[config.mk]
export PLATFORM = sky130hd
export DESIGN_NAME = door_access_ctrl
export DESIGN_NICKNAME = d
export VERILOG_FILES = /design/src/rtl/door_pkg.sv /design/src/rtl/door_access_ctrl_timer.sv /design/src/rtl/door_access_ctrl.sv
export SDC_FILE = /design/constraint.sdc
export NUM_CORES = 1
export LEC_CHECK = 0
export CAP_MARGIN = 20
export CORE_MARGIN = 10
export CORE_UTILIZATION = 45
export CTS_CLUSTER_DIAMETER = 150
export DETAILED_ROUTE_END_ITERATION = 8
export PLACE_DENSITY = 0.82
export SYNTH_ARGS = -nofsm -noshare
export SYNTH_HDL_FRONTEND = slang
export SYNTH_HIERARCHICAL = 1
export SYNTH_SLANG_ARGS = --single-unit
[constraint.sdc]
create_clock -name clk -period 2.2 [get_ports clk]
set_input_delay 0.44 -clock clk [delete_from_list [all_inputs] [get_ports clk]]
set_output_delay 0.44 -clock clk [all_outputs]
set_load 0.01 [all_outputs]
[src/rtl/door_pkg.sv]
// Shared definitions for the door access controller: state codes, grant rule
// and default timing constants.
package door_pkg;

  typedef enum logic [1:0] {
    ST_IDLE    = 2'd0,
    ST_UNLOCK  = 2'd1,
    ST_OPEN    = 2'd2,
    ST_LOCKOUT = 2'd3
  } door_state_e;

  localparam int DEF_UNLOCK_CYC  = 8;
  localparam int DEF_AJAR_CYC    = 16;
  localparam int DEF_MAX_FAIL    = 3;
  localparam int DEF_LOCKOUT_CYC = 20;

  // A remote release is sufficient on its own; otherwise a PIN plus one physical token.
  function automatic logic grant_fn(input logic pin_ok, input logic key_ok,
                                    input logic card_ok, input logic remote_ok);
    return remote_ok | (pin_ok & (key_ok | card_ok));
  endfunction

  function automatic int max3(input int a, input int b, input int c);
    int m;
    m = (a > b) ? a : b;
    return (m > c) ? m : c;
  endfunction

  // Timer holds at most max-1, so clog2(max) bits; never narrower than one bit.
  function automatic int tmr_width(input int a, input int b, input int c);
    int m;
    m = max3(a, b, c);
    return (m > 1) ? $clog2(m) : 1;
  endfunction

endpackage

[src/rtl/door_access_ctrl_timer.sv]
// Loadable down-counter shared by all timed FSM states; saturates at zero.
module door_timer #(
  parameter int CNT_W = 5
) (
  input  logic             clk,
  input  logic             rst_n,
  input  logic             load,
  input  logic [CNT_W-1:0] load_val,
  input  logic             dec,
  output logic             zero
);

  logic [CNT_W-1:0] cnt;

  always_ff @(posedge clk or negedge rst_n) begin
    if (!rst_n) begin
      cnt <= '0;
    end else if (load) begin
      cnt <= load_val;
    end else if (dec && (cnt != '0)) begin
      cnt <= cnt - 1'b1;
    end
  end

  assign zero = (cnt == '0);

endmodule

[src/rtl/door_access_ctrl.sv]
// Door strike controller: credential decision, unlock window, door-ajar
// supervision and failed-attempt lockout. All outputs are registered.
module door_access_ctrl
  import door_pkg::*;
#(
  parameter int UNLOCK_CYC  = DEF_UNLOCK_CYC,
  parameter int AJAR_CYC    = DEF_AJAR_CYC,
  parameter int MAX_FAIL    = DEF_MAX_FAIL,
  parameter int LOCKOUT_CYC = DEF_LOCKOUT_CYC
) (
  input  logic       clk,
  input  logic       rst_n,
  input  logic       req,
  input  logic       pin_ok,
  input  logic       key_ok,
  input  logic       card_ok,
  input  logic       remote_ok,
  input  logic       door_open,
  output logic       unlock,
  output logic       granted,
  output logic       denied,
  output logic       locked_out,
  output logic       ajar_alarm,
  output logic [1:0] state
);

  localparam int TMR_W = tmr_width(UNLOCK_CYC, AJAR_CYC, LOCKOUT_CYC);
  localparam int FC_W  = $clog2(MAX_FAIL + 1);

  localparam logic [1:0] S_IDLE    = ST_IDLE;
  localparam logic [1:0] S_UNLOCK  = ST_UNLOCK;
  localparam logic [1:0] S_OPEN    = ST_OPEN;
  localparam logic [1:0] S_LOCKOUT = ST_LOCKOUT;

  localparam logic [TMR_W-1:0] UNLOCK_LD  = TMR_W'(UNLOCK_CYC - 1);
  localparam logic [TMR_W-1:0] AJAR_LD    = TMR_W'(AJAR_CYC - 1);
  localparam logic [TMR_W-1:0] LOCKOUT_LD = TMR_W'(LOCKOUT_CYC - 1);
  localparam logic [FC_W-1:0]  FAIL_LIM   = FC_W'(MAX_FAIL);

  logic [1:0]       state_nxt;
  logic [FC_W-1:0]  fail_cnt;
  logic [FC_W-1:0]  fail_nxt;
  logic [FC_W-1:0]  fail_inc;
  logic             granted_nxt;
  logic             denied_nxt;
  logic             alarm_nxt;
  logic             tmr_load;
  logic [TMR_W-1:0] tmr_val;
  logic             tmr_dec;
  logic             tmr_zero;

  door_timer #(
    .CNT_W (TMR_W)
  ) u_timer (
    .clk      (clk),
    .rst_n    (rst_n),
    .load     (tmr_load),
    .load_val (tmr_val),
    .dec      (tmr_dec),
    .zero     (tmr_zero)
  );

  assign fail_inc = fail_cnt + 1'b1;

  always_comb begin
    state_nxt   = state;
    fail_nxt    = fail_cnt;
    granted_nxt = 1'b0;
    denied_nxt  = 1'b0;
    alarm_nxt   = ajar_alarm;
    tmr_load    = 1'b0;
    tmr_val     = '0;
    tmr_dec     = 1'b0;
    case (state)
      S_IDLE: begin
        alarm_nxt = 1'b0;
        if (req) begin
          if (grant_fn(pin_ok, key_ok, card_ok, remote_ok)) begin
            state_nxt   = S_UNLOCK;
            granted_nxt = 1'b1;
            fail_nxt    = '0;
            tmr_load    = 1'b1;
            tmr_val     = UNLOCK_LD;
          end else begin
            denied_nxt = 1'b1;
            if (fail_inc == FAIL_LIM) begin
              state_nxt = S_LOCKOUT;
              fail_nxt  = '0;
              tmr_load  = 1'b1;
              tmr_val   = LOCKOUT_LD;
            end else begin
              fail_nxt = fail_inc;
            end
          end
        end
      end
      S_UNLOCK: begin
        // Door opening wins over a simultaneous window expiry.
        if (door_open) begin
          state_nxt = S_OPEN;
          tmr_load  = 1'b1;
          tmr_val   = AJAR_LD;
        end else if (tmr_zero) begin
          state_nxt = S_IDLE;
        end else begin
          tmr_dec = 1'b1;
        end
      end
      S_OPEN: begin
        if (!door_open) begin
          state_nxt = S_IDLE;
          alarm_nxt = 1'b0;
        end else if (tmr_zero) begin
          alarm_nxt = 1'b1;
        end else begin
          tmr_dec = 1'b1;
        end
      end
      default: begin
        if (tmr_zero) begin
          state_nxt = S_IDLE;
        end else begin
          tmr_dec = 1'b1;
        end
      end
    endcase
  end

  always_ff @(posedge clk or negedge rst_n) begin
    if (!rst_n) begin
      state      <= S_IDLE;
      fail_cnt   <= '0;
      unlock     <= 1'b0;
      granted    <= 1'b0;
      denied     <= 1'b0;
      locked_out <= 1'b0;
      ajar_alarm <= 1'b0;
    end else begin
      state      <= state_nxt;
      fail_cnt   <= fail_nxt;
      unlock     <= (state_nxt == S_UNLOCK);
      granted    <= granted_nxt;
      denied     <= denied_nxt;
      locked_out <= (state_nxt == S_LOCKOUT);
      ajar_alarm <= alarm_nxt;
    end
  end

endmodule

# Word-level counts from Yosys, hierarchy flattened
# Index checks and enable logic that the tools add are counted.
# W data, S select, Z words.
dict set report totals {
  output_inout_bits 7
  word_cells 61
  register_bits 14
  inputBits 8
}
dict set report op_classes {
  n_mux 34
  addsub 2
  n_bitwise 3
  reduce_logical 8
  n_eq_ne 6
}
# op n
set op_table {}
lappend op_table {{$mux W5} 5}
lappend op_table {{$mux W2} 8}
lappend op_table {{$mux W1} 15}
lappend op_table {{$pmux W5 S2} 1}
lappend op_table {{$eq A2 B2 Y1 const B} 3}
lappend op_table {{$pmux W2 S3} 1}
lappend op_table {{$logic_not A5 Y1} 1}
lappend op_table {{$reduce_bool A5 Y1} 1}
lappend op_table {{$sub A5 B1 Y5 const B} 1}
lappend op_table {{$eq A2 B1 Y1 const B} 2}
lappend op_table {{$mux W4} 1}
lappend op_table {{$pmux W1 S2} 2}
lappend op_table {{$reduce_and A2 Y1} 2}
lappend op_table {{$reduce_bool A2 Y1} 2}
lappend op_table {{$ne A3 B3 Y1 const B} 1}
lappend op_table {{$pmux W1 S3} 1}
lappend op_table {{$add A2 B1 Y2 const B} 1}
lappend op_table {{$logic_not A2 Y1} 1}
lappend op_table {{$or A1 B1 Y1} 2}
lappend op_table {{$and A1 B1 Y1} 1}
lappend op_table {{$logic_and A1 B1 Y1} 1}

# Longest topological paths before layout
# Gate-level depths: netlist of the first run.
dict set report logic_depth {
  word_depth 7
  mapped_depth 8
  mapped_depth_nobuf 8
}

# Modules after synthesis
# Netlist of the first run, hierarchy kept.
# module n_inst cells_per_inst area_per_inst_um2 seq_area_each_um2
set modules_own_cells {}
lappend modules_own_cells {door_access_ctrl 1 43 449.2 225.2}
lappend modules_own_cells {door_timer 1 32 304.0 125.1}

# Least setup slack after synthesis of the first run
# No wires, ideal clock.
dict set report synth_path {
  kind {register -> register}
  from {register u_timer.cnt[0]}
  to {register u_timer.cnt[3]}
  n_path_buf 0
  path_stages_with_launch 9
  slack_ns 0.145
  arrival_ns 1.982
  period_less_slack_ns 2.055
  setup_ns 0.073
  t_required_ns 2.127
  path_cell_list {dfrtp_1 -> inv_1 -> ha_1 -> or4b_4 -> inv_1 -> nor2_1 -> or4b_1 -> or3_1 -> a21oi_2}
}
dict set report synth_between {
  elab_chain_cells 6
  elab_cells_between_ends 11
  classes_between {add/sub (1); mux (6); reduce/logical (4)}
}
# element line_no
set synth_lines {}
lappend synth_lines {{from (decl)} door_access_ctrl_timer.sv:13} ;# logic [CNT_W-1:0] cnt;
lappend synth_lines {{from (signal assigned)} door_access_ctrl_timer.sv:19} ;# cnt <= load_val;
lappend synth_lines {{from (signal assigned)} door_access_ctrl_timer.sv:21} ;# cnt <= cnt - 1'b1;
lappend synth_lines {{$logic_not A5 Y1 *} door_access_ctrl_timer.sv:25} ;# assign zero = (cnt == '0);
lappend synth_lines {{via tmr_zero} door_access_ctrl.sv:50} ;# logic tmr_zero;
lappend synth_lines {{$mux W1 *} {door_access_ctrl.sv:103, door_access_ctrl.sv:113, door_access_ctrl.sv:120}}
lappend synth_lines {{$mux W1, on equally long branches} {door_access_ctrl.sv:110, door_access_ctrl.sv:99}}
lappend synth_lines {{$pmux W1 S3 *} door_access_ctrl.sv:74} ;# case (state)
lappend synth_lines {{via tmr_dec} door_access_ctrl.sv:49} ;# logic tmr_dec;
lappend synth_lines {{$logic_and A1 B1 Y1 *} door_access_ctrl_timer.sv:20} ;# end else if (dec && (cnt != '0)) begin
lappend synth_lines {{$reduce_bool A2 Y1 (no line) *} --}
# Mark *: on every way through the listed nets, which the timed path passes. The rest lies on a longest branch. The select of a mux whose other input is x is not followed.
# A chain may end at the register's enable or synchronous reset.

# Final worst setup path of the first run
# Same ends and word-level chain as after synthesis.

==> results.toml, run 1 <==
[floorplan]
die-area_um2 = 3710
rows = 14
die_y_um = 60.9
io_pins = 15
core_area_um2 = 1540
dieWidth_um = 60.9
initial_core_util_pct = 48.9

[synthesis]
synth_nets = 84
synthArstFlopShare_pct = 100
synth_cell_type_count = 32
synth_top_cell_area_share_pct = 46.5
yosysWarnings = 6
synth-main-ff-cell = "dfrtp_1"
yosys-top-cells-count = "14 x dfrtp_1, 8 x a21oi_1, 6 x inv_1"
yosysMostFrequentCell = "dfrtp_1"
synth_cells = 75
synth_top_area_cell = "dfrtp_1"
syn_area_um2 = 753
ys_seq_elements = 14
ys_seq_area_share_pct = 46.5
synthTopCellsByArea = "dfrtp_1 47%, a21oi_1 5.3%, inv_1 3.0%"
synth_edf_count = 0
syn_avg_cell_area_um2 = 10.0

[power]
powerDensity_nw_per_um2 = 1260
p_leak_nw = 0.457
cell_internal_pwr_mw = 0.795
p_sw_mw = 0.468
power_frac_comb_pct = 49.5
peakVddDrop_uv = 694
clockPowerShare_pct = 14.7
share_seq_of_total_power_pct = 35.7
switching_share_pct = 37.0
power.total_mw = 1.26

[sta]
tns_ns = 0
finalHoldViolCount = 0
fmax_mhz = 502
finalCritPeriodShare_pct = 90.6
finClkSkew_ns = 0.00155
maxSlewViolCount = 0
maxSlewHeadroom_pct = 57.8
finalSetupViolations = 0
rsz0062_at_grt = "no"
min_period_ns = 1.99
tightest_slew_ns = 0.630
fin_ws_ns = 0.207

[clock_network]
cts_made_buffers = 3
worstSkewPairLatency_ns = 0.28
cts_tree = "done"
post_cts_resized = 0
htreeDepth = 1
max-clock-path-buffers = 2
clock-sinks = 14
cts_setup_buffers = 0
ctsHoldBuffers = 0
path_clk_slew_ns = 0.08
cts_root_buf = "clkbuf_4"

[finish]
layout.cells.non_filler = 115
num-nets-final = 109
drive_above_1_share_pct = 20.2
insertedDiodeCount = 0
final_core_utilization_pct = 64.8
areaGrowthSynthToFinish_pct = 32.6

[worst_setup_path]
start_kind = "flip-flop"
crit_fanout = 5
critPathRequiredTime_ns = 2.42
end_kind = "flip-flop"
crit_type = "flip-flop to flip-flop"
worst_ep_arrival_time_ns = 2.21

[detailed_routing]
routed_via_density = 5.40
drc = 0
ant_nets = 0
wl_per_cell_um = 14.2
vias = 621
drtPass1Iterations = 4
drt_iter0_markers = 9
drt-total-wl_um = 1640

[global_route]
grt_pass1_vias = 694
overflow = 0
grt_start_max_net_pins = 15
grt_pass1_wl_um = 3020
track_usage_pct = 10.6
antenna_found_initial = 0

[worst_hold_path]
hp-class = "flip-flop to flip-flop"

[flow_run]
drv_cap = 0

[run_status]
status = "completed"

[placed_design]
port_buffers = 14
gp_congestion = 0.721
pre_cts_ws_ns = 0.0707
dpl.cell_count = 111
hpwlAfterDp_um = 1270
state kept, by name, summed over array words and instances, names as in the netlist:
register / count
denied: 1
ajar_alarm: 1
u_timer/cnt: 5
state: 2
granted: 1
fail_cnt: 2
unlock: 1
locked_out: 1
power groups by stage:
stage	Clock (mW)	Sequential (mW)	Combinational (mW)
CTS	0.191	0.451	0.632
global route	0.200	0.467	0.703
floorplan	0	0.454	0.373
global placement	0	0.448	0.605
finish	0.186	0.451	0.626
detailed placement	0	0.456	0.627
kinds of logic after synthesis:
logic type	synth area share [%]
flip-flops	46.5
AO/OA/AOI/OAI	18.8
adder cells (fa/ha/maj)	1.66
buffers and inverters	3.49
AND/OR/NAND/NOR	28.2
multiplexers	1.33
layer usage:
metal	vias up	track usage (%)	wire length (um)
met2	14	17.2	764
met3	4	4.18	99
met1	289	11.6	740
li1	314	-	-
met4	0	5.64	35
met5	-	0	0
placed cells by master, fill, tap and decap left out, drive strengths merged:
cell type / n
dfrtp: 14
clkdlybuf4s50: 14
a21oi: 9
buf: 7
inv: 6
nor2: 5
nand2: 5
clkbuf: 4
nand2b: 3
nand3: 3
or3: 3
nor2b: 3
o21a: 2
a22o: 2
or2: 2
o21bai: 2
or4b: 2
o31ai: 2
and3: 2
or3b: 1
nor4: 1
nand3b: 1
mux2i: 1
o211ai: 1
nor3: 1
o21ai: 1
o31a: 1
ha: 1
final cells by class:
| type | instances | area, um^2 |
|---|---|---|
| inverter | 6 | 22.5 |
| multi-input combinational | 54 | 377 |
| sequential | 14 | 350 |
| tap | 16 | 20.0 |
| timing repair buffer | 21 | 193 |
| clock buffer | 4 | 36.3 |
| fill | 134 | 543 |
final timing paths:
path / startpoint / end / slack, ns / cells after the start
max: u_timer/cnt[0] / u_timer/cnt[3] / 0.21 / 8
min: ajar_alarm / ajar_alarm / 0.52 / 2
max reg2reg: u_timer/cnt[0] / u_timer/cnt[3] / 0.21 / 8
min reg2reg: ajar_alarm / ajar_alarm / 0.52 / 2
max in group asynchronous: rst_n / fail_cnt[1] / 1.25 / 1
min in group asynchronous: rst_n / unlock / 0.54 / 1
metrics by stage:
step	instance area [um^2]	hold slack, ns
6_report	998	0.522
3_3_place_gp	962	0.505
4_1_cts	998	0.529
3_5_place_dp	962	0.504
2_1_floorplan	753	0.144
5_1_grt	998	0.583
worst max-delay path, stage by stage (launching register included):
cell	delay, ns
dfrtp_1	0.36
inv_1	0.07
ha_1	0.20
or4b_4	0.23
inv_1	0.05
nor2_1	0.12
or4b_1	0.45
or3_1	0.33
a21oi_2	0.12
Power figures use the tool's default switching activity.
==> run 2: changes to the inputs <==
- GPL_ROUTABILITY_DRIVEN: unset -> 0
==> results of run 2 <==
The final DEF is identical to that of run 1; final timing and power are the same.
